**config.mk**
```make
export PLATFORM = sky130hd
export DESIGN_NAME = spi_ram_ctrl
export DESIGN_NICKNAME = d
export VERILOG_FILES = /design/src/rtl/spi_ram_pkg.sv /design/src/rtl/spi_ram_array.sv /design/src/rtl/spi_ram_ctrl.sv
export SDC_FILE = /design/constraint.sdc
export NUM_CORES = 2
export LEC_CHECK = 0
export BUFFER_PORTS_ARGS = -buffer_cell sky130_fd_sc_hd__clkbuf_2
export CORE_ASPECT_RATIO = 1.1
export CORE_MARGIN = 2
export CORE_UTILIZATION = 60
export CTS_BUF_LIST = sky130_fd_sc_hd__clkbuf_16
export CTS_CLUSTER_SIZE = 8
export DETAILED_ROUTE_END_ITERATION = 7
export PLACE_DENSITY = 0.76
export SLEW_MARGIN = 20
export SYNTH_ARGS = -nofsm -noshare
export SYNTH_HDL_FRONTEND = slang
export SYNTH_SLANG_ARGS = --single-unit
export TNS_END_PERCENT = 5
```
**constraint.sdc**
```tcl
create_clock -name clk -period 8.6 [get_ports clk]
set_input_delay 1.29 -clock clk [delete_from_list [all_inputs] [get_ports clk]]
set_output_delay 1.29 -clock clk [all_outputs]
set_load 0.05 [all_outputs]
```
**src/rtl/spi_ram_pkg.sv**
```systemverilog
// Shared definitions for the SPI-attached RAM controller: command opcodes and
// the transmit-side state encoding.
package spi_ram_pkg;

    typedef enum logic [1:0] {
        OP_WR_ADDR = 2'b00,
        OP_WR_DATA = 2'b01,
        OP_RD_ADDR = 2'b10,
        OP_RD_DATA = 2'b11
    } opcode_e;

    typedef enum logic {
        TX_IDLE = 1'b0,
        TX_HOLD = 1'b1
    } tx_state_e;

endpackage

```
**src/rtl/spi_ram_array.sv**
```systemverilog
// MEM_DEPTH x 8 single-port RAM with a registered read port that holds its
// value between reads and clears on reset (contents themselves are not reset).
module spi_ram_array #(
    parameter int MEM_DEPTH = 256,
    parameter int ADDR_SIZE = 8
) (
    input  logic                 clk,
    input  logic                 rst,
    input  logic                 we,
    input  logic                 re,
    input  logic [ADDR_SIZE-1:0] addr,
    input  logic [7:0]           wdata,
    output logic [7:0]           rdata
);

    logic [7:0] mem [MEM_DEPTH];
    logic [7:0] rdata_d, rdata_q;

    always_ff @(posedge clk) begin
        if (we) begin
            mem[addr] <= wdata;
        end
    end

    always_comb begin
        rdata_d = rdata_q;
        if (re) begin
            rdata_d = mem[addr];
        end
    end

    always_ff @(posedge clk) begin
        if (rst) begin
            rdata_q <= '0;
        end else begin
            rdata_q <= rdata_d;
        end
    end

    assign rdata = rdata_q;

endmodule

```
**src/rtl/spi_ram_ctrl.sv**
```systemverilog
// Command decoder between an SPI slave and a single-port RAM: address latching,
// range/protocol checking, optional burst auto-increment and read-data hold.
module spi_ram_ctrl
    import spi_ram_pkg::*;
#(
    parameter int MEM_DEPTH = 256,
    parameter int ADDR_SIZE = 8,
    parameter int AUTO_INC  = 0
) (
    input  logic       clk,
    input  logic       rst,
    input  logic [9:0] din,
    input  logic       rx_valid,
    output logic [7:0] dout,
    output logic       tx_valid,
    output logic       proto_err
);

    logic [ADDR_SIZE-1:0] wr_addr_d, wr_addr_q;
    logic [ADDR_SIZE-1:0] rd_addr_d, rd_addr_q;
    logic                 wa_valid_d, wa_valid_q;
    logic                 ra_valid_d, ra_valid_q;
    logic                 proto_err_d, proto_err_q;
    tx_state_e            state_d, state_q;

    logic                 mem_we, mem_re;
    logic [ADDR_SIZE-1:0] mem_addr;
    opcode_e              op;
    logic                 addr_ok;

    function automatic logic [ADDR_SIZE-1:0] next_addr(input logic [ADDR_SIZE-1:0] a);
        if (a == ADDR_SIZE'(MEM_DEPTH - 1)) begin
            return '0;
        end
        return a + 1'b1;
    endfunction

    assign op = opcode_e'(din[9:8]);
    // Full payload byte is compared so stray bits above ADDR_SIZE count as out of range.
    assign addr_ok = ({1'b0, din[7:0]} < 9'(MEM_DEPTH));

    always_comb begin
        wr_addr_d   = wr_addr_q;
        rd_addr_d   = rd_addr_q;
        wa_valid_d  = wa_valid_q;
        ra_valid_d  = ra_valid_q;
        state_d     = state_q;
        proto_err_d = 1'b0;
        mem_we      = 1'b0;
        mem_re      = 1'b0;
        mem_addr    = wr_addr_q;
        if (rx_valid && !rst) begin
            state_d = TX_IDLE;
            unique case (op)
                OP_WR_ADDR: begin
                    if (addr_ok) begin
                        wr_addr_d  = din[ADDR_SIZE-1:0];
                        wa_valid_d = 1'b1;
                    end else begin
                        proto_err_d = 1'b1;
                    end
                end
                OP_WR_DATA: begin
                    if (wa_valid_q) begin
                        mem_we = 1'b1;
                        if (AUTO_INC != 0) begin
                            wr_addr_d = next_addr(wr_addr_q);
                        end
                    end else begin
                        proto_err_d = 1'b1;
                    end
                end
                OP_RD_ADDR: begin
                    if (addr_ok) begin
                        rd_addr_d  = din[ADDR_SIZE-1:0];
                        ra_valid_d = 1'b1;
                    end else begin
                        proto_err_d = 1'b1;
                    end
                end
                OP_RD_DATA: begin
                    if (ra_valid_q) begin
                        mem_re   = 1'b1;
                        mem_addr = rd_addr_q;
                        state_d  = TX_HOLD;
                        if (AUTO_INC != 0) begin
                            rd_addr_d = next_addr(rd_addr_q);
                        end
                    end else begin
                        proto_err_d = 1'b1;
                    end
                end
                default: ;
            endcase
        end
    end

    always_ff @(posedge clk) begin
        if (rst) begin
            wr_addr_q   <= '0;
            rd_addr_q   <= '0;
            wa_valid_q  <= 1'b0;
            ra_valid_q  <= 1'b0;
            proto_err_q <= 1'b0;
            state_q     <= TX_IDLE;
        end else begin
            wr_addr_q   <= wr_addr_d;
            rd_addr_q   <= rd_addr_d;
            wa_valid_q  <= wa_valid_d;
            ra_valid_q  <= ra_valid_d;
            proto_err_q <= proto_err_d;
            state_q     <= state_d;
        end
    end

    // The array's registered read port doubles as the dout hold register.
    spi_ram_array #(
        .MEM_DEPTH(MEM_DEPTH),
        .ADDR_SIZE(ADDR_SIZE)
    ) u_array (
        .clk  (clk),
        .rst  (rst),
        .we   (mem_we),
        .re   (mem_re),
        .addr (mem_addr),
        .wdata(din[7:0]),
        .rdata(dout)
    );

    assign tx_valid  = (state_q == TX_HOLD);
    assign proto_err = proto_err_q;

endmodule

```
; ---- Word level (Yosys, flattened, before mapping)
; Memories as Yosys holds them, arrays and structs flattened. A register that Yosys moved wholly into a read port is not among the register bits.
; Index checks and enable logic that the tools add are counted.
[word_totals]
out_inout_bits = 10
ramBits = 2048
register_bits = 20
inputBits = 13
mem_count = 1
[op_classes]
n_mux = 14
n_reduce_logical = 7
n_bitwise = 1
n_eq_ne = 3
[memory_table]
columns = memory, words, word_bits, read_ports, rd_ports_with_merged_regs, wr, line_no
row1 = u_array.mem, 256, 8, 1, 1, 1, spi_ram_array.sv:16  ; logic [7:0] mem [MEM_DEPTH];
[op_table]
columns = operator, count
row1 = 8-bit 2-to-1 mux, 3
row2 = 1-bit 2-to-1 mux, 10
row3 = 2-bit == test (second input constant), 2
row4 = 2-bit AND reduction, 2
row5 = 2-bit OR reduction, 2
row6 = 1-bit one-hot mux with 3 select lines, 1
row7 = 2-bit by 1-bit == test with 1-bit output (second input constant), 1
row8 = 2-bit zero test, 1
row9 = 1-bit logical AND, 1
row10 = 1-bit zero test, 1
row11 = 1-bit inverter, 1

; ---- Logic depth before layout (Yosys ltp)
[depth]
word_depth = 5
depth_mapped = 12
depth_no_buf = 8

; ---- Cells and area by module
; A second synthesis with hierarchy kept.
[unflattened]
cells_unflattened = 3906
hier_area_um2 = 80993.9
[modules_own_cells]
columns = mod, n_inst, area_each_um2, cells_per_inst
row1 = spi_ram_array, 1, 80143.1, 3813
row2 = spi_ram_ctrl, 1, 850.8, 93

; ---- Worst setup path before layout
; OpenSTA, ideal clock, no wires.
[synth_timing]
kind = input port to flip-flop
from = input port rst
to = memory u_array.mem[197][0] (enable)
setup_ps = 383
required_ps = 8217
path_buffers = 2
cell_stages = 7
slack_ps = 4466
arrival_time_ps = 3750
cell_sequence = nand3b_2 nor2_1 o31ai_1 clkbuf_1 nand3_1 clkbuf_1 nor3_1
[synth_between]
elab_chain_cells = 5
word_cells_on_any_way = 6
classes_between = mux (4) / reduce/logical (2)
[synth_rtl]
columns = element, line_no
row1 = from (decl), spi_ram_ctrl.sv:11  ; input logic rst,
row2 = 1-bit zero test (*), spi_ram_ctrl.sv:52  ; if (rx_valid && !rst) begin
row3 = 1-bit logical AND (*), spi_ram_ctrl.sv:52
row4 = 1-bit 2-to-1 mux, spi_ram_ctrl.sv:52
row5 = 1-bit 2-to-1 mux, spi_ram_array.sv:20  ; if (we) begin
row6 = 1-bit 2-to-1 mux (implied by the code), spi_ram_array.sv:21  ; mem[addr] <= wdata;
row7 = to (decl), spi_ram_array.sv:16
; Mark *: on every way between the ends. The rest lies on a longest branch, timed or not.

; ---- Final worst setup path
[layout_timing]
from = input port rst
to = register u_array.rdata_q[5] (netlist: u_array.rdata[5]) (read register of u_array.mem)
[layout_between]
elab_chain_cells = 3
word_cells_on_any_way = 4
classes_between = mux (2) / reduce/logical (2)
[layout_rtl]
columns = element, line_no
row1 = 1-bit zero test, spi_ram_ctrl.sv:52
row2 = 1-bit logical AND, spi_ram_ctrl.sv:52
row3 = 8-bit 2-to-1 mux or 1-bit 2-to-1 mux (tied branches), spi_ram_ctrl.sv:52
row4 = to (decl), spi_ram_array.sv:17  ; logic [7:0] rdata_d, rdata_q;
; Parallel ways exist; a longest one is shown, timed or not.
; A chain may end at the register's enable or synchronous reset.

==> impl_results.md <==
- Iteration-0 DRC Markers: 10630
- Vias in the first global route: 55200
- Failing checks: DRC
- Clock buffers created by TritonCTS: 309
- Ys Warns: 0
- Largest stage delay on the critical path: 940 ps
- FF-to-FF Start: ra_valid_q
- Overflow after GRT: 0
- Nets: 5730
- CTS Sinks: 2076
- R2R depth: 9
- Mapped Nets: 5822
- Register area: 62060 um2
- RSZ-0062 raised after global routing: false
- Synth Register Bits: 2076
- Remaining DRCs: 2
- Post_cts resized: 0
- Hold Buf Count CTS: 0
- Post CTS Setup Buffer Count: 0
- Die area: 140600 um2
- Pwr Density: 238.3 nW/um2
- Layout cells sized above 1: 0.09672
- Area delta synth->final: 12.23%
- Rel. slew slack: 0.1323
- HP Class: register to register
- Die height: 393.0 um
- Core ar.: 136500 um2
- Ranking of synthesized cells by area: edfxtp_1 (74%), o21ai_0 (12%), a41oi_1 (5.7%), clkbuf_1 (2.4%), o41ai_1 (1.4%)
- Final min period: 5583 ps
- Worst hold stages: 2
- Post-layout util: 0.6790
- Dpl cell area: 84390 um2
- Maximum clock rate: 179.1 MHz
- Seq/Total Area, Yosys: 0.7518
- Synthesized area: 82550 um2
- Max clock buf depth: 4
- Post-synthesis cell count: 5809
- Run status: complete, but fails checks
- DR WL met3: 35260 um
- Largest net degree at the start of global routing: 144
- Final setup violation count: 0
- CP max FO: 108
- # fillers: 8742
- Max-cap violations: 0
- Met1 WL: 85090 um
- Hold EP: wa_valid_q
- Final hold vios: 0
- Leak Pwr: 26.16 nW
- HP Start: wa_valid_q
- CP Launch Type: primary input
- Row count: 142
- Horiz. Die Dim: 357.7 um
- Tcrit/Tclk final: 0.6491
- Synth area leader: edfxtp_1
- WP data required: 9380 ps
- Clk slew on worst S/H paths: 50 ps
- Design area: 92640 um2
- Worst flop-to-flop path endpoint: u_array.rdata[5]
- Metal2 WL: 113900 um
- PortBufs: 22
- Uppermost layer routed: met5
- Initial Util: 0.6050
- Worst skew pair latency: 910 ps
- Post-Route Skew: 40.17 ps
- Crit-path most repeated cell: a41oi_1
- Aggregate global-route resource usage: 0.3495
- Ports: 23
- Distinct cells, synth: 42
- First drt pass iteration count: 8
- Flop2flop setup slack: 3570 ps
- Crit path buffers/inverters: 2
- TritonCTS clock tree: built
- Synth top area share: 0.7450
- Critical path class: primary input to register
- DPL Wire Length: 130200 um
- Wire per inst: 32.85 um
- CTS root buf: clkbuf_16
- CP delay by family, top: compound AO/OA/AOI/OAI gates
- Post-route ant nets: 0
- Via/cell ratio: 7.623
- Max Slew Vio Count: 0
- Routed vias: 57640
- Mean area per synthesized cell: 14.21 um2
- Worst Tran Pin Value: 1285 ps
- Routed wire length: 248400 um
- Largest vdd supply drop: 0.1704 mV
- Gpl congestion: 0.8633
- CP Cell Sequence: clkbuf_2 -> and3b_1 -> nand2_4 -> a21oi_4 -> buf_12 -> a41oi_1 -> o41ai_1 -> a41oi_1 -> a2111oi_0 -> o21ai_1
- Initial antenna violation count: 12
- Worst Path Arrival: 6360 ps
- Setup TNS: 0 ps
- Clock H-tree levels: 5
- First-pass GRT wire length: 363400 um
- Multi-input gate area in the final layout: 18510 um2
- Worst Setup End Kind: register
- Worst path slowest cell: o41ai_1
[cell type report]
type	count	area share
sequential	2076	0.6699
multi-input combinational	3158	0.1998
clock buffer	317	0.08562
tap	1800	0.02431
timing repair buffer	168	0.01808
clock inverter	36	0.002066
inverter	4	0.0001621
antenna	2	0.00005402
[synth_stat cells (all sizes together)]
library cell  number
nor4               4
nand4              8
nor2b              1
a211oi             2
o31a               1
a2111oi            8
o31ai              2
o21a               2
nand2             57
or2                4
and3b              1
nor3              52
and2               3
or3                4
nand2b             5
nand3b            25
a41oi            536
o21ai           2058
clkbuf           531
o41ai            128
a31o               1
and4               1
a31oi              3
nand3             12
nor2             220
buf               40
dfxtp             28
inv                4
edfxtp          2048
a21oi             20
[through the flow]
stage               worst slack (ps)  total power, mW  cells  hold slack, ps
floorplan                       4466            11.49   5809           432.3
global placement                2309            11.77   7204           448.4
detailed placement              2268            11.79   7205           454.5
CTS                             3235            22.05   7558           473.2
global route                    2898            22.48   7559           498.5
finish                          3017            22.08   7561           467.4
[worst min-delay path, cell delays in order (launching register included)]
cell and delay, ps:
dfxtp_1 320, nor2_1 40, nor2_1 70
[logic make-up after synthesis]
kind of cell | Yosys count | synth area share
AOI/OAI and AO/OA | 2761 | 0.1992
buffers and inverters | 575 | 0.02722
DFF | 2076 | 0.7518
and+or+nand+nor | 397 | 0.02175
[registers in the layout, indices dropped and copies added, names as in the netlist]
name           count
wr_addr_q          8
wa_valid_q         1
tx_valid           1
u_array.mem     2048
ra_valid_q         1
u_array.rdata      8
rd_addr_q          8
proto_err          1
[placed cells by master, fill, tap and decap left out, drive strengths merged, types with 4 or more instances in the layout]
cell type,instances
a2111oi,8
a21oi,20
a41oi,536
buf,147
clkbuf,338
dfxtp,28
edfxtp,2048
inv,39
nand2,57
nand2b,5
nand3,12
nand3b,25
nand4,8
nor2,220
nor3,52
nor4,4
o21ai,2058
o41ai,128
or2,4
or3,4
[worst max path at each step]
stage | start | to | slack [ps] | cells past startpoint
after global placement | rst | u_array.rdata[5] | 2310 | 11
after floorplan | rst | u_array.mem[197][0] | 4470 | 7
after detailed placement | rst | u_array.rdata[5] | 2270 | 11
after global routing | rst | u_array.mem[169][0] | 2900 | 8
final | rst | u_array.rdata[5] | 3020 | 10
after CTS | rst | u_array.rdata[5] | 3230 | 11
[metal layers]
metal,track usage,vias to the layer above
li1,-,23130
met1,0.4651,28300
met2,0.5269,5288
met3,0.09731,905
met4,0.1897,20
met5,0,-
[power by group]
group / internal [mW] / total, mW / leakage [nW] / switching (mW)
clock network: 6.46 / 10.5 / 4.10 / 4.00
logic: 0.0811 / 0.477 / 3.43 / 0.396
registers: 11.1 / 11.1 / 18.6 / 0.00348
(Power assumes the default switching activity.)
